<file path="src/rtl/alu_issue_stage_if.sv">
// Issue-stage bus: ID-side instruction fields, forwarding sources, flush,
// and the EX-side operand/control outputs with their valid/ready handshake.
interface alu_issue_stage_if #(
  parameter int unsigned DATA_W = 8,
  parameter int unsigned REG_AW = 5
);
  logic              in_valid;
  logic              in_ready;
  logic [1:0]        alu_op;
  logic [2:0]        funct3;
  logic              funct7_5;
  logic              alu_src;
  logic [REG_AW-1:0] rs1_addr;
  logic [REG_AW-1:0] rs2_addr;
  logic [DATA_W-1:0] rs1_data;
  logic [DATA_W-1:0] rs2_data;
  logic [DATA_W-1:0] imm;
  logic              exmem_regwrite;
  logic [REG_AW-1:0] exmem_rd;
  logic [DATA_W-1:0] exmem_result;
  logic              memwb_regwrite;
  logic [REG_AW-1:0] memwb_rd;
  logic [DATA_W-1:0] memwb_result;
  logic              flush;
  logic              out_valid;
  logic              out_ready;
  logic [DATA_W-1:0] data1;
  logic [DATA_W-1:0] data2;
  logic [3:0]        ALU_control;
  logic              illegal_op;

  // Issue stage side.
  modport slave (
    input  in_valid, alu_op, funct3, funct7_5, alu_src, rs1_addr, rs2_addr,
           rs1_data, rs2_data, imm, exmem_regwrite, exmem_rd, exmem_result,
           memwb_regwrite, memwb_rd, memwb_result, flush, out_ready,
    output in_ready, out_valid, data1, data2, ALU_control, illegal_op
  );

  // Pipeline / environment side.
  modport master (
    output in_valid, alu_op, funct3, funct7_5, alu_src, rs1_addr, rs2_addr,
           rs1_data, rs2_data, imm, exmem_regwrite, exmem_rd, exmem_result,
           memwb_regwrite, memwb_rd, memwb_result, flush, out_ready,
    input  in_ready, out_valid, data1, data2, ALU_control, illegal_op
  );
endinterface

</file>
<file path="src/rtl/alu_issue_stage.sv">
// ID->EX issue register with ALU-control decode, operand forwarding and a
// one-entry skid buffer behind a valid/ready handshake.
// Optional feature macro: FORWARDING_EN (EX/MEM and MEM/WB operand forwarding).
// Without it, operands come only from the register file / immediate.
module alu_issue_stage #(
  parameter int unsigned DATA_W = 8,
  parameter int unsigned REG_AW = 5
) (
  input logic               clk,
  input logic               reset,
  alu_issue_stage_if.slave  bus
);

  localparam logic [3:0] CtrlAnd = 4'b0000;
  localparam logic [3:0] CtrlOr  = 4'b0001;
  localparam logic [3:0] CtrlAdd = 4'b0010;
  localparam logic [3:0] CtrlSub = 4'b0110;
  localparam logic [3:0] CtrlBad = 4'b1111;

  typedef struct packed {
    logic [DATA_W-1:0] d1;
    logic [DATA_W-1:0] d2;
    logic [3:0]        ctrl;
    logic              illegal;
  } entry_t;

  entry_t out_q, out_d, skid_q, skid_d, new_entry;
  logic   out_valid_q, out_valid_d;
  logic   skid_valid_q, skid_valid_d;

  logic              in_ready;
  logic              accept;
  logic              consume;
  logic [3:0]        ctrl_dec;
  logic              illegal_dec;
  logic [DATA_W-1:0] op1;
  logic [DATA_W-1:0] op2_reg;

  // Decode ALUOp/funct3/funct7[5] into the ALU control code.
  always_comb begin
    ctrl_dec    = CtrlBad;
    illegal_dec = 1'b1;
    unique case (bus.alu_op)
      2'b00: begin
        ctrl_dec    = CtrlAdd;
        illegal_dec = 1'b0;
      end
      2'b01: begin
        ctrl_dec    = CtrlSub;
        illegal_dec = 1'b0;
      end
      2'b10, 2'b11: begin
        case (bus.funct3)
          3'b000: begin
            // funct7[5] selects SUB only for R-type.
            ctrl_dec    = (bus.alu_op == 2'b10 && bus.funct7_5) ? CtrlSub : CtrlAdd;
            illegal_dec = 1'b0;
          end
          3'b111: begin
            ctrl_dec    = CtrlAnd;
            illegal_dec = 1'b0;
          end
          3'b110: begin
            ctrl_dec    = CtrlOr;
            illegal_dec = 1'b0;
          end
          default: begin
            ctrl_dec    = CtrlBad;
            illegal_dec = 1'b1;
          end
        endcase
      end
      default: begin
        ctrl_dec    = CtrlBad;
        illegal_dec = 1'b1;
      end
    endcase
  end

`ifdef FORWARDING_EN
  // Operand forwarding; the younger EX/MEM result wins over MEM/WB.
  always_comb begin
    op1     = bus.rs1_data;
    op2_reg = bus.rs2_data;
    if (bus.exmem_regwrite && bus.exmem_rd != '0 && bus.exmem_rd == bus.rs1_addr) begin
      op1 = bus.exmem_result;
    end else if (bus.memwb_regwrite && bus.memwb_rd != '0 && bus.memwb_rd == bus.rs1_addr) begin
      op1 = bus.memwb_result;
    end
    if (bus.exmem_regwrite && bus.exmem_rd != '0 && bus.exmem_rd == bus.rs2_addr) begin
      op2_reg = bus.exmem_result;
    end else if (bus.memwb_regwrite && bus.memwb_rd != '0 && bus.memwb_rd == bus.rs2_addr) begin
      op2_reg = bus.memwb_result;
    end
  end
`else
  // Register-file operands only; forwarding inputs are intentionally ignored.
  always_comb begin
    op1     = bus.rs1_data;
    op2_reg = bus.rs2_data;
  end

  logic unused_fwd;
  assign unused_fwd = ^{bus.rs1_addr, bus.rs2_addr, bus.exmem_regwrite, bus.exmem_rd,
                        bus.exmem_result, bus.memwb_regwrite, bus.memwb_rd,
                        bus.memwb_result};
`endif

  // Assemble the entry captured at accept time.
  always_comb begin
    new_entry.d1      = op1;
    new_entry.d2      = bus.alu_src ? bus.imm : op2_reg;
    new_entry.ctrl    = ctrl_dec;
    new_entry.illegal = illegal_dec;
  end

  assign in_ready = ~skid_valid_q;
  assign accept   = bus.in_valid & in_ready & ~bus.flush;
  assign consume  = out_valid_q & bus.out_ready;

  // Next state for output register and skid entry; skid is only ever full
  // while the output register is full, so the two stay in FIFO order.
  always_comb begin
    out_d        = out_q;
    out_valid_d  = out_valid_q;
    skid_d       = skid_q;
    skid_valid_d = skid_valid_q;
    if (bus.flush) begin
      out_valid_d  = 1'b0;
      skid_valid_d = 1'b0;
    end else if (!out_valid_q || consume) begin
      if (skid_valid_q) begin
        out_d        = skid_q;
        out_valid_d  = 1'b1;
        skid_valid_d = 1'b0;
      end else if (accept) begin
        out_d       = new_entry;
        out_valid_d = 1'b1;
      end else begin
        out_valid_d = 1'b0;
      end
    end else if (accept) begin
      skid_d       = new_entry;
      skid_valid_d = 1'b1;
    end
  end

  // State registers with synchronous reset.
  always_ff @(posedge clk) begin
    if (reset) begin
      out_q        <= '0;
      out_valid_q  <= 1'b0;
      skid_q       <= '0;
      skid_valid_q <= 1'b0;
    end else begin
      out_q        <= out_d;
      out_valid_q  <= out_valid_d;
      skid_q       <= skid_d;
      skid_valid_q <= skid_valid_d;
    end
  end

  assign bus.in_ready    = in_ready;
  assign bus.out_valid   = out_valid_q;
  assign bus.data1       = out_q.d1;
  assign bus.data2       = out_q.d2;
  assign bus.ALU_control = out_q.ctrl;
  assign bus.illegal_op  = out_q.illegal;

endmodule

</file>
<file path="src/flat_wrapper.sv">
// flat-port wrapper written by rule: the top's interface ports become plain ports
module alu_issue_stage_flat 
#(
  parameter int unsigned DATA_W = 8,
  parameter int unsigned REG_AW = 5
)
  (clk, reset, bus_in_valid, bus_alu_op, bus_funct3, bus_funct7_5, bus_alu_src, bus_rs1_addr, bus_rs2_addr, bus_rs1_data, bus_rs2_data, bus_imm, bus_exmem_regwrite, bus_exmem_rd, bus_exmem_result, bus_memwb_regwrite, bus_memwb_rd, bus_memwb_result, bus_flush, bus_out_ready, bus_in_ready, bus_out_valid, bus_data1, bus_data2, bus_ALU_control, bus_illegal_op);
  alu_issue_stage_if #(.DATA_W(DATA_W), .REG_AW(REG_AW)) bus_i ();
  input logic clk;
  input logic reset;
  input wire logic [$bits(bus_i.in_valid)-1:0] bus_in_valid;
  input wire logic [$bits(bus_i.alu_op)-1:0] bus_alu_op;
  input wire logic [$bits(bus_i.funct3)-1:0] bus_funct3;
  input wire logic [$bits(bus_i.funct7_5)-1:0] bus_funct7_5;
  input wire logic [$bits(bus_i.alu_src)-1:0] bus_alu_src;
  input wire logic [$bits(bus_i.rs1_addr)-1:0] bus_rs1_addr;
  input wire logic [$bits(bus_i.rs2_addr)-1:0] bus_rs2_addr;
  input wire logic [$bits(bus_i.rs1_data)-1:0] bus_rs1_data;
  input wire logic [$bits(bus_i.rs2_data)-1:0] bus_rs2_data;
  input wire logic [$bits(bus_i.imm)-1:0] bus_imm;
  input wire logic [$bits(bus_i.exmem_regwrite)-1:0] bus_exmem_regwrite;
  input wire logic [$bits(bus_i.exmem_rd)-1:0] bus_exmem_rd;
  input wire logic [$bits(bus_i.exmem_result)-1:0] bus_exmem_result;
  input wire logic [$bits(bus_i.memwb_regwrite)-1:0] bus_memwb_regwrite;
  input wire logic [$bits(bus_i.memwb_rd)-1:0] bus_memwb_rd;
  input wire logic [$bits(bus_i.memwb_result)-1:0] bus_memwb_result;
  input wire logic [$bits(bus_i.flush)-1:0] bus_flush;
  input wire logic [$bits(bus_i.out_ready)-1:0] bus_out_ready;
  output wire logic [$bits(bus_i.in_ready)-1:0] bus_in_ready;
  output wire logic [$bits(bus_i.out_valid)-1:0] bus_out_valid;
  output wire logic [$bits(bus_i.data1)-1:0] bus_data1;
  output wire logic [$bits(bus_i.data2)-1:0] bus_data2;
  output wire logic [$bits(bus_i.ALU_control)-1:0] bus_ALU_control;
  output wire logic [$bits(bus_i.illegal_op)-1:0] bus_illegal_op;
  assign bus_i.in_valid = bus_in_valid;
  assign bus_i.alu_op = bus_alu_op;
  assign bus_i.funct3 = bus_funct3;
  assign bus_i.funct7_5 = bus_funct7_5;
  assign bus_i.alu_src = bus_alu_src;
  assign bus_i.rs1_addr = bus_rs1_addr;
  assign bus_i.rs2_addr = bus_rs2_addr;
  assign bus_i.rs1_data = bus_rs1_data;
  assign bus_i.rs2_data = bus_rs2_data;
  assign bus_i.imm = bus_imm;
  assign bus_i.exmem_regwrite = bus_exmem_regwrite;
  assign bus_i.exmem_rd = bus_exmem_rd;
  assign bus_i.exmem_result = bus_exmem_result;
  assign bus_i.memwb_regwrite = bus_memwb_regwrite;
  assign bus_i.memwb_rd = bus_memwb_rd;
  assign bus_i.memwb_result = bus_memwb_result;
  assign bus_i.flush = bus_flush;
  assign bus_i.out_ready = bus_out_ready;
  assign bus_in_ready = bus_i.in_ready;
  assign bus_out_valid = bus_i.out_valid;
  assign bus_data1 = bus_i.data1;
  assign bus_data2 = bus_i.data2;
  assign bus_ALU_control = bus_i.ALU_control;
  assign bus_illegal_op = bus_i.illegal_op;
  alu_issue_stage #(.DATA_W(DATA_W), .REG_AW(REG_AW)) u_core (.clk(clk), .reset(reset), .bus(bus_i));
endmodule
</file>
<file path="config.mk">
export PLATFORM = sky130hd
export DESIGN_NAME = alu_issue_stage_flat
export DESIGN_NICKNAME = d
export VERILOG_FILES = /design/src/rtl/alu_issue_stage_if.sv /design/src/rtl/alu_issue_stage.sv /design/src/flat_wrapper.sv
export SDC_FILE = /design/constraint.sdc
export NUM_CORES = 1
export LEC_CHECK = 0
export ABC_AREA = 1
export CAP_MARGIN = 0
export CELL_PAD_IN_SITES_DETAIL_PLACEMENT = 0
export CELL_PAD_IN_SITES_GLOBAL_PLACEMENT = 1
export CORE_ASPECT_RATIO = 0.75
export CORE_MARGIN = 10
export CORE_UTILIZATION = 27
export DETAILED_ROUTE_END_ITERATION = 6
export PLACE_DENSITY_LB_ADDON = 0.05
export SETUP_SLACK_MARGIN = 0.5
export SLEW_MARGIN = 15
export SYNTH_ARGS = -nofsm -noshare
export SYNTH_HDL_FRONTEND = slang
export SYNTH_SLANG_ARGS = --single-unit
</file>
<file path="constraint.sdc">
create_clock -name clk -period 1.5 [get_ports clk]
set_clock_uncertainty 0.1 [all_clocks]
set_input_delay 0.3 -clock clk [delete_from_list [all_inputs] [get_ports clk]]
set_output_delay 0.3 -clock clk [all_outputs]
set_load 0.02 [all_outputs]
</file>
# --- After elaboration in Yosys (flattened, before gate mapping) ---
# Index checks and enable logic that the tools add are counted.
word_totals:
  register_bits: 44
  inputBits: 74
  wordCells: 44
op_classes:
  eq_ne: 5
  mux: 10
  n_bitwise: 6
  reduce_logical: 13
ops:
  columns: ["operator", "n"]
  rows:
  - ["$mux 21", 2]
  - ["$pmux 4 s3", 2]
  - ["$mux 8", 1]
  - ["$eq 3x3->1 const B", 2]
  - ["$reduce_and 3->1", 2]
  - ["$reduce_or 2->1", 3]
  - ["$reduce_or 3->1", 2]
  - ["$eq 2x2->1 const B", 2]
  - ["$and 1x1->1", 3]
  - ["$logic_not 3->1", 1]
  - ["$mux 1", 3]
  - ["$mux 3", 1]
  - ["$not 1->1", 3]
  - ["$eq 2x1->1 const B", 1]
  - ["$logic_not 2->1", 1]
  - ["$pmux 1 s2", 1]
  - ["$reduce_bool 2->1", 1]
  - ["$logic_and 1x1->1", 1]
  - ["$logic_not 1->1", 1]
  - ["$logic_or 1x1->1", 1]

# --- Longest topological paths before layout ---
logic_depth:
  depth_word: 7
  ltp_mapped: 8

# --- Worst setup path after synthesis ---
# No wires, ideal clock.
synth_path:
  kind: "reg-to-reg"
  start: "register u_core.out_valid_q (netlist: u_core.bus.out_valid)"
  end: "register u_core.skid_q[0] in the netlist's numbering"
  setup_ps: 70
  arrival_ps: 1196
  required_ps: 1330
  setup_slack_ps: 134
  stages_incl_launch_ff: 9
  period_less_slack_ps: 1366
  cell_sequence: "dfxtp_1 > inv_1 > nor2_4 > nand2_1 > nor2_2 > buf_4 > buf_6 > nand3_2 > a21oi_1"
synth_via:
  elab_chain_cells: 4
  elab_cells_between_ends: 5
  classes_between: "bitwise: 2; reduce/logical: 3"
synth_lines:
  columns: ["element", "line", "source"]
  rows:
  - ["start, declared", "alu_issue_stage.sv:28", "logic out_valid_q, out_valid_d;"]
  - ["start signal, assigned", "alu_issue_stage.sv:157", "out_valid_q <= out_valid_d;"]
  - ["$and 1x1->1 / $logic_not 1->1 (equally long branches)", "alu_issue_stage.sv:119, alu_issue_stage.sv:131", null]
  - ["$logic_or 1x1->1 (*)", "alu_issue_stage.sv:131", "end else if (!out_valid_q || consume) begin"]
  - ["$not 1->1 (no line) (*)", null, null]
  - ["$reduce_and 3->1 (no line) (*)", null, null]
  - ["end signal, assigned", "alu_issue_stage.sv:158", "skid_q <= skid_d;"]
  - ["end, declared", "alu_issue_stage.sv:27", "entry_t out_q, out_d, skid_q, skid_d, new_entry;"]
# Mark *: on every way between the ends. The rest lies on a longest branch, timed or not.
# A chain may end at the register's enable or synchronous reset.

# --- Worst setup path after layout ---
layout_path:
  start: "register u_core.out_valid_q (netlist: u_core.bus.out_valid)"
  end: "register u_core.skid_q[2] in the netlist's numbering"
# Same word-level chain as after synthesis.

==> flow_summary.yaml <==
status:
  status: "finished clean"
synthesis:
  async_flop_share_pct: 0
  synth_cell_types: 20
  synthCells: 301
  yosys_warnings: 0
  synth_edf_count: 0
  synth_seq_cells: 44
  netlist_area_sq_mm: 0.001999
  ys_seq_area_share_pct: 44.06
  synth_area_per_cell_sq_um: 6.643
  syn_nets: 375
  synthFlopType: "dfxtp_1"
clocking:
  clkSinkCount: 44
  cts_buffers: 5
  h-tree-depth: 2
  clk-insertion-delay-late_ns: 0.29
  cts_buffer_depth: 2
  path_clk_slew_ns: 0.09
  cts_root_buf: "clkbuf_8"
  cts_tree: "built"
cells_and_area:
  fin_nets: 471
  final_util_pct: 50.85
  drive_gt1_share_pct: 41.06
  final_area_sq_mm: 0.003694
  antenna_cells: 0
  final_common_cell: "nand2_1"
  final_cell_mix: "nand2_1, buf_6, clkdlybuf4s50_1, nor2_1, inv_1"
  syn_to_final_growth_pct: 84.73
global_routing:
  grt_max_degree: 31
  grt_pass1_wl_um: 10180
  antenna_found_initial: 0
  grtUsageTotal_pct: 11.21
  grt_pass1_vias: 1998
  grt_overflow: 0
timing:
  slew_viol_final: 0
  fmax_ghz: 0.7369
  maxSlewHeadroom_pct: 80.76
  rsz0062_at_grt: "true"
  worstMarginPinSlew_ns: 0.2856
  timing.final.crit_share_pct: 90.47
  fin_setup_tns_ns: 0
  setup_viol: 0
  hold_violations: 0
  period_minus_slack_ns: 1.357
flow_run:
  drv_cap: 0
worst_setup_path:
  cp.required_ns: 1.59
  slowest_delay_ns: 0.35
  arrival_ns: 1.45
  crit_path_end_kind: "flip-flop"
  critPathKind: "flip-flop to flip-flop"
  worstPathMaxFanout: 8
  slowest_stage: "dfxtp_4"
  worstPathCellList: "inv_2, nor2_4, nand2_2, nor2_4, buf_12, inv_6, buf_12, nor2_2, nor2_1"
  start_kind: "flip-flop"
worst_hold_path:
  holdCritPathClass: "flip-flop to flip-flop"
die:
  initial_core_util_pct: 27.53
  ioPinCount: 97
  dieArea_sq_mm: 0.01128
  fp.dieH_um: 94.53
  core-area_sq_mm: 0.007263
  fp-row-count: 27
  dieWidth_um: 119.4
routing:
  route.detailed.drc: 0
  postRouteAntennaNets: 0
  drt-wirelength-per-cell_um: 13.53
  wl_um: 6737
  via_per_inst: 4.289
  vias: 2136
  dr.pass1.iters: 4
  drt_iter0_drc: 77
pwr:
  power.density_mw_per_mm2: 750.2
  ir_worst_vdd_v: 0.0004070
  p_leak_uw: 0.001564
placed_design:
  dp_hpwl_um: 4322
  dpl_cell_area_sq_mm: 0.002874
  portBuffers: 58
  globalplace.congestion: 0.7538
Yosys cell counts, types with 2 or more instances:
| master | number | area share (%) |
|---|---|---|
| nand2_1 | 95 | 18 |
| dfxtp_1 | 44 | 44 |
| nor2_1 | 39 | 7.3 |
| o21ai_0 | 33 | 8.3 |
| a21oi_1 | 29 | 7.3 |
| inv_1 | 27 | 5.1 |
| buf_2 | 6 | 1.5 |
| clkbuf_1 | 5 | 0.94 |
| o21ai_1 | 5 | 1.3 |
| buf_6 | 4 | 2.3 |
| nand3_1 | 4 | 1.0 |
| inv_2 | 2 | 0.38 |
cell families (layout without fill, tap and decap cells):
group	Yosys count	after routing	synth area share (%)
compound gates	68	68	17.15
simple gates	143	143	28.10
flops	44	44	44.05
buf+inv	46	142	10.70
repair_timing:
action	4_1_cts	5_1_grt
setup buffers	7	8
cloned	4	4
pin swaps	7	5
gates resized for setup	211	59
setup endpoints to repair	67	67
hold buffers	0	0
final timing paths:
| check | startpoint | end | slack, ns | cells after the start |
|---|---|---|---|---|
| worst max-delay path | u_core.bus.out_valid | u_core.skid_q[2] | 0.14 | 9 |
| worst min-delay path | u_core.bus.data2[6] | u_core.bus.data2[6] | 0.36 | 2 |
| worst max register to register | u_core.bus.out_valid | u_core.skid_q[2] | 0.14 | 9 |
| worst min register to register | u_core.bus.data2[6] | u_core.bus.data2[6] | 0.36 | 2 |
registers in the layout, indices dropped and copies added, names as in the netlist:
register	flops
u_core.bus.ALU_control	4
u_core.bus.data1	8
u_core.bus.data2	8
u_core.bus.illegal_op	1
u_core.bus.out_valid	1
u_core.skid_q	21
u_core.skid_valid_q	1
where the power goes:
group	switching, uW	leakage, uW	internal (uW)
clock	420	0.0000624	589
combinational	240	0.00113	298
sequential	25.1	0.000368	1200
cell type report:
type,instances,area (sq um)
Fill cell,754,3570
Timing Repair Buffer,106,1232
Multi-Input combinational cell,211,1162
Sequential cell,44,919.6
Inverter,29,128.9
Tap cell,101,126.4
Clock buffer,6,93.84
Clock inverter,1,30.03
routing by layer:
| layer | vias to the layer above | global-route usage [%] | wire length (um) | part of all wire (%) |
|---|---|---|---|---|
| met5 | - | 0 | 0 | 0 |
| met4 | 0 | 2.104 | 30 | 0.45 |
| met3 | 4 | 3.576 | 325 | 4.8 |
| met2 | 41 | 17.65 | 3013 | 45 |
| met1 | 958 | 14.89 | 3367 | 50 |
| li1 | 1133 | - | - | - |
stage by stage:
step                      worst slack, ns  hold WS, ns  std cells  power [uW]
final                              0.1429       0.3645        498        2771
after global routing              0.04053       0.3840        498        2909
after CTS                          0.1702       0.3664        486        2762
after detailed placement          -0.2537       0.3510        468        1660
after global placement            -0.2378       0.3471        468        1659
after floorplan                    0.2644       0.3349        301        1418
worst max-delay path, delay by kind of cell (launching register included):
| family | cells | cell delay, ns |
|---|---|---|
| simple gates | 5 | 0.43 |
| buf+inv | 4 | 0.37 |
| flops | 1 | 0.35 |
No activity file was read; power rests on OpenSTA's default activity.
